==> src/rtl/hazard_pipe.sv <==
// Load-use hazard detection and ID/EX, EX/MEM, MEM/WB register tracking for EX-stage forwarding.
// Optional feature macro: LOAD_USE_STALL_EN enables stall/bubble insertion and the stall counter.
module hazard_pipe #(
  parameter int CNT_W = 16
) (
  input  logic             clk,
  input  logic             rst_n,
  input  logic             id_valid,
  input  logic [4:0]       id_rs,
  input  logic [4:0]       id_rt,
  input  logic [4:0]       id_rd,
  input  logic             id_uses_rt,
  input  logic             id_regw,
  input  logic             id_memread,
  input  logic             flush,
  output logic [4:0]       ex_rs,
  output logic [4:0]       ex_rt,
  output logic [4:0]       mem_rd,
  output logic             mem_regw,
  output logic [4:0]       wb_rd,
  output logic             wb_regw,
  output logic             stall,
  output logic [CNT_W-1:0] stall_cnt
);

  logic       ex_valid;
  logic       ex_regw;
  logic       ex_memread;
  logic [4:0] ex_rd;

`ifdef LOAD_USE_STALL_EN
  logic hz;

  // A load in EX whose result the ID instruction needs cannot be forwarded in time.
  assign hz = ex_valid & ex_memread & ex_regw & (ex_rd != 5'd0) & id_valid &
              ((ex_rd == id_rs) | (id_uses_rt & (ex_rd == id_rt)));

  assign stall = hz & ~flush;

  always_ff @(posedge clk or negedge rst_n) begin
    if (!rst_n) begin
      stall_cnt <= '0;
    end else if (stall && (stall_cnt != {CNT_W{1'b1}})) begin
      stall_cnt <= stall_cnt + {{(CNT_W-1){1'b0}}, 1'b1};
    end
  end
`else
  logic unused_ok;

  // Software supplies a delay slot after each load, so no interlock exists here.
  assign stall     = 1'b0;
  assign stall_cnt = '0;
  assign unused_ok = &{1'b0, ex_memread, id_uses_rt};
`endif

  always_ff @(posedge clk or negedge rst_n) begin
    if (!rst_n) begin
      ex_valid   <= 1'b0;
      ex_regw    <= 1'b0;
      ex_memread <= 1'b0;
      ex_rs      <= 5'd0;
      ex_rt      <= 5'd0;
      ex_rd      <= 5'd0;
    end else if (flush || stall) begin
      ex_valid   <= 1'b0;
      ex_regw    <= 1'b0;
      ex_memread <= 1'b0;
      ex_rs      <= 5'd0;
      ex_rt      <= 5'd0;
      ex_rd      <= 5'd0;
    end else begin
      ex_valid   <= id_valid;
      ex_regw    <= id_regw & id_valid;
      ex_memread <= id_memread & id_valid;
      ex_rs      <= id_rs;
      ex_rt      <= id_rt;
      ex_rd      <= id_rd;
    end
  end

  // Older instructions always drain; only ID/EX is ever held or bubbled.
  always_ff @(posedge clk or negedge rst_n) begin
    if (!rst_n) begin
      mem_rd   <= 5'd0;
      mem_regw <= 1'b0;
      wb_rd    <= 5'd0;
      wb_regw  <= 1'b0;
    end else begin
      mem_rd   <= ex_rd;
      mem_regw <= ex_regw & ex_valid;
      wb_rd    <= mem_rd;
      wb_regw  <= mem_regw;
    end
  end

endmodule

==> config.mk <==
export PLATFORM = sky130hd
export DESIGN_NAME = hazard_pipe
export DESIGN_NICKNAME = d
export VERILOG_FILES = /design/src/rtl/hazard_pipe.sv
export SDC_FILE = /design/constraint.sdc
export NUM_CORES = 1
export LEC_CHECK = 0
export CAP_MARGIN = 5
export CORE_MARGIN = 3
export CORE_UTILIZATION = 38
export CTS_CLUSTER_DIAMETER = 120
export DETAILED_ROUTE_END_ITERATION = 6
export MAX_ROUTING_LAYER = met4
export PLACE_DENSITY = 0.92
export SYNTH_ARGS = -nofsm -noshare
export SYNTH_HDL_FRONTEND = slang
export SYNTH_SLANG_ARGS = --single-unit
export TNS_END_PERCENT = 10
==> constraint.sdc <==
create_clock -name clk -period 1 [get_ports clk]
set_input_delay 0.15 -clock clk [delete_from_list [all_inputs] [get_ports clk]]
set_output_delay 0.15 -clock clk [all_outputs]
set_load 0.1 [all_outputs]
**Word-level counts from Yosys, hierarchy flattened**

Cells that the tools add are included.

- Bits of input ports: 22
- Output and inout bits: 39
- Register bits after elaboration: 29
- Word-level logic and storage cells: 16

- Bitwise gates (word level): 2
- Muxes and demuxes: 5

Operator list:

| cell | count |
|---|---|
| 5-bit two-way mux | 3 |
| 1-bit bitwise AND | 2 |
| 1-bit two-way mux | 2 |

**Depth between registers and ports, before layout**

- Word-level depth: 2
- Gate-level depth with buffers: 2
- Depth with buffers taken out: 1

**Worst setup path after synthesis**

OpenSTA, ideal clock, no wires.

- Path kind: register -> register
- From: reg mem_rd[0]
- To: reg wb_rd[0]
- Setup time: 0.201 ns
- Period minus slack after synthesis: 1.096 ns
- Required time: 0.799 ns
- Slack: -0.096 ns
- Stages on the path, launching flop included: 1
- Arrival time: 0.895 ns
- Cells stage by stage: dfrtp_1

RTL lines:

| element | RTL line | text |
|---|---|---|
| from (decl) | 18 | `output logic [4:0] mem_rd,` |
| from (signal assigned) | 89 | `mem_rd <= ex_rd;` |
| to (signal assigned) | 91 | `wb_rd <= mem_rd;` |
| to (decl) | 20 | `output logic [4:0] wb_rd,` |

No word-level cell between the ends.

**Final worst setup path**

- From: reg mem_rd[0]
- To: out mem_rd[0]

No word-level cell between the ends.

==> impl_metrics.csv <==
group,metric,value,unit
global_route,grt.total_usage,12.1,%
final_layout,nets,140,
critical_path,cpPeakStageDelay,0.43,ns
pwr,p_switching,1.05,mW
placed_design,port_buffers,41,
floorplan,start_util,42.3,%
critical_path,regToRegEndpoint,"wb_rd[0]$_DFF_PN0_",
pwr,netSwitchingFraction,36.4,%
logic_synthesis,syn_avg_cell_area,15.1,sq um
logic_synthesis,synthesis.area,1000,sq um
final_layout,area_delta_synth_final,70.6,%
clock_network,cts_buffer_depth,2,
logic_synthesis,synth_mux_area_share,0,%
pwr,power.density,1700,mW/mm^2
critical_path,cp.arrival,0.91,ns
logic_synthesis,synth-adder-area-share,0,%
logic_synthesis,synth_xor_area_share,0,%
logic_synthesis,synthCells,66,
timing,period_minus_slack,1.06,ns
clock_network,numCtsBuffers,5,
drt,met1_length,542,um
logic_synthesis,synth_compound_area_share,0,%
timing,final-setup-viol-count,22,
pwr,ir_worst_vdd,1.19,mV
final_layout,post-route-util,72.2,%
placed_design,pre_cts_slack,-0.160,ns
global_route,antenna_found_initial,0,
critical_path,r2r-start,"mem_rd[0]$_DFF_PN0_",
drt,dr.pass1.iters,2,
critical_path,worst-r2r-cell-count,2,
critical_path,worstSetupPathType,"reg -> out",
logic_synthesis,synth_top_family_by_area,"buffers and inverters",
flow_run,drv_cap,0,
clock_network,clk_transition_reported_paths,0.08,ns
timing,layout_setup_ws,-0.0631,ns
critical_path,r2r_setup_slack,0.22,ns
placed_design,dpl.hpwl,1.49,mm
drt,drc,0,
critical_path,crit_fanout,2,
final_layout,n_antenna_cell,0,
clock_network,hold_buffers,0,
floorplan,ios,61,
logic_synthesis,yosysUniqueCellTypes,8,
global_route,grt_pass1_wl,2.73,mm
min_path,hold_class,"in -> async",
critical_path,required,0.85,ns
critical_path,worstSetupStartpointType,"flip-flop",
clock_network,htreeDepth,2,
global_route,grt_max_degree,16,
logic_synthesis,yosysSeqAreaShare,72.6,%
drt,top_layer,"met3",
logic_synthesis,yosysWarnings,0,
clock_network,cts_tree,"yes",
floorplan,die_h,57.3,um
floorplan,fp.dieArea,0.00328,sq mm
global_route,grt_overflow,0,
timing,rsz0062_at_grt,"yes",
drt,drt-total-wl,1.72,mm
critical_path,cp.buffers_inverters,1,
final_layout,drive_gt1_share,36.1,%
drt,wl_met2,1.00,mm
pwr,power_frac_seq,43.8,%
critical_path,critical-path-top-delay-family,"flip-flops",
timing,hold_violations,0,
clock_network,clkLatencyLatePin,0.31,ns
outcome,violations,"negative setup slack",
timing,slew_violations,0,
floorplan,floorplan.rows,17,
timing,fin_crit_sh,106,%
critical_path,slowest_stage,"dfrtp_2",
drt,final_antenna_net_count,0,
pwr,power.leakage,0.823,nW
global_route,grt_pass1_vias,622,
drt,drt-wirelength-per-cell,11.7,um
pwr,p_total,2.90,mW
pwr,cellInternalPower,1.84,mW
drt,dr_wl_met3,170,um
logic_synthesis,synth-simple-area-share,13.1,%
pwr,pwr-share-comb,32.2,%
floorplan,core_area,0.00236,sq mm
logic_synthesis,synth_seq_cells,29,
placed_design,gp_congestion,0.711,
pwr,clockPowerShare,23.9,%
clock_network,cts_sinks,29,
timing,clock_skew,0.00804,ns
timing,fmax,941,MHz
critical_path,crit_chain,"buf_12",
floorplan,die_x,57.3,um
drt,drt_iter0_drc,3,
drt,num_vias,573,
drt,via_per_inst,3.90,
clock_network,root_buffer,"clkbuf_4",
outcome,status,"finished with violations",
critical_path,critical_path.endpoint_type,"output pin",
==> through the flow <==
step	instance area [sq um]	std cells	TNS [ns]	hold slack, ns
final	1710	147	-0.797	0.196
after floorplan	1060	82	-1.10	-0.146
after CTS	1700	146	-1.26	0.180
after global placement	1620	136	-1.71	0.335
after detailed placement	1620	136	-2.30	0.335
after global routing	1710	147	-1.67	0.184
==> what timing repair did <==
action                                  CTS  global route
endpoints found under the setup margin   22            22
buffers inserted                          2             1
gates resized for setup                   0             0
==> registers in the layout (all words and copies together), names as in the netlist <==
signal / cells
wb_rd: 5
ex_rs: 5
mem_regw: 1
ex_rt: 5
ex_valid: 1
ex_rd: 5
wb_regw: 1
ex_regw: 1
mem_rd: 5
==> cells in the final DEF, fill, tap and decap left out, drive strengths merged <==
cell,synthesis,layout
clkbuf,0,8
and2b,6,6
and3b,1,1
conb,1,17
clkdlybuf4s50,0,19
dfrtp,29,29
buf,18,28
and2,1,1
nor2b,10,10
==> cell usage after synthesis <==
library cell  instances  share of area (%)
and2_1                1               0.63
and2b_2               6                5.3
and3b_2               1                1.0
buf_4                17                 13
buf_6                 1                1.1
conb_1                1               0.38
dfrtp_1              29                 73
nor2b_1              10                6.3
==> worst reg2reg max path, stage by stage, from the launching register on <==
cell and delay, ns:
dfrtp_2 0.43, buf_4 0.13, buf_4 0.12
==> layout make-up <==
type / instances / area (sq um)
sequential: 29 / 728
timing repair buffer: 47 / 688
fill: 151 / 656
multi-input combinational: 35 / 195
clock buffer: 8 / 58.8
tap: 28 / 35.0
==> routing by layer <==
layer,global-route usage [%],vias up
met4,4.97,0
met2,22.7,37
li1,-,269
met5,-,-
met1,9.76,267
met3,5.88,0
==> logic make-up after synthesis <==
family        Yosys count
flops                  29
simple gates           18
buf+inv                18
other cells             1
==> power by group through the flow <==
stage	clock (mW)	combinational (mW)	sequential, mW
after floorplan	0	0.364	1.58
after global placement	0	0.922	1.29
after detailed placement	0	0.930	1.30
after CTS	0.725	0.937	1.27
after global routing	0.772	0.958	1.28
final	0.694	0.935	1.27
==> worst max-delay path by stage <==
stage	to	from	cells after the start
6_report	mem_rd[0]	mem_rd[0]$_DFF_PN0_	1
5_1_grt	mem_rd[0]	mem_rd[0]$_DFF_PN0_	1
4_1_cts	mem_rd[2]	mem_rd[2]$_DFF_PN0_	1
3_5_place_dp	ex_rd[0]$_DFF_PN0_	flush	3
3_3_place_gp	ex_rt[0]$_DFF_PN0_	flush	3
2_1_floorplan	wb_rd[2]$_DFF_PN0_	mem_rd[2]$_DFF_PN0_	0
Power figures use the tool's default switching activity.
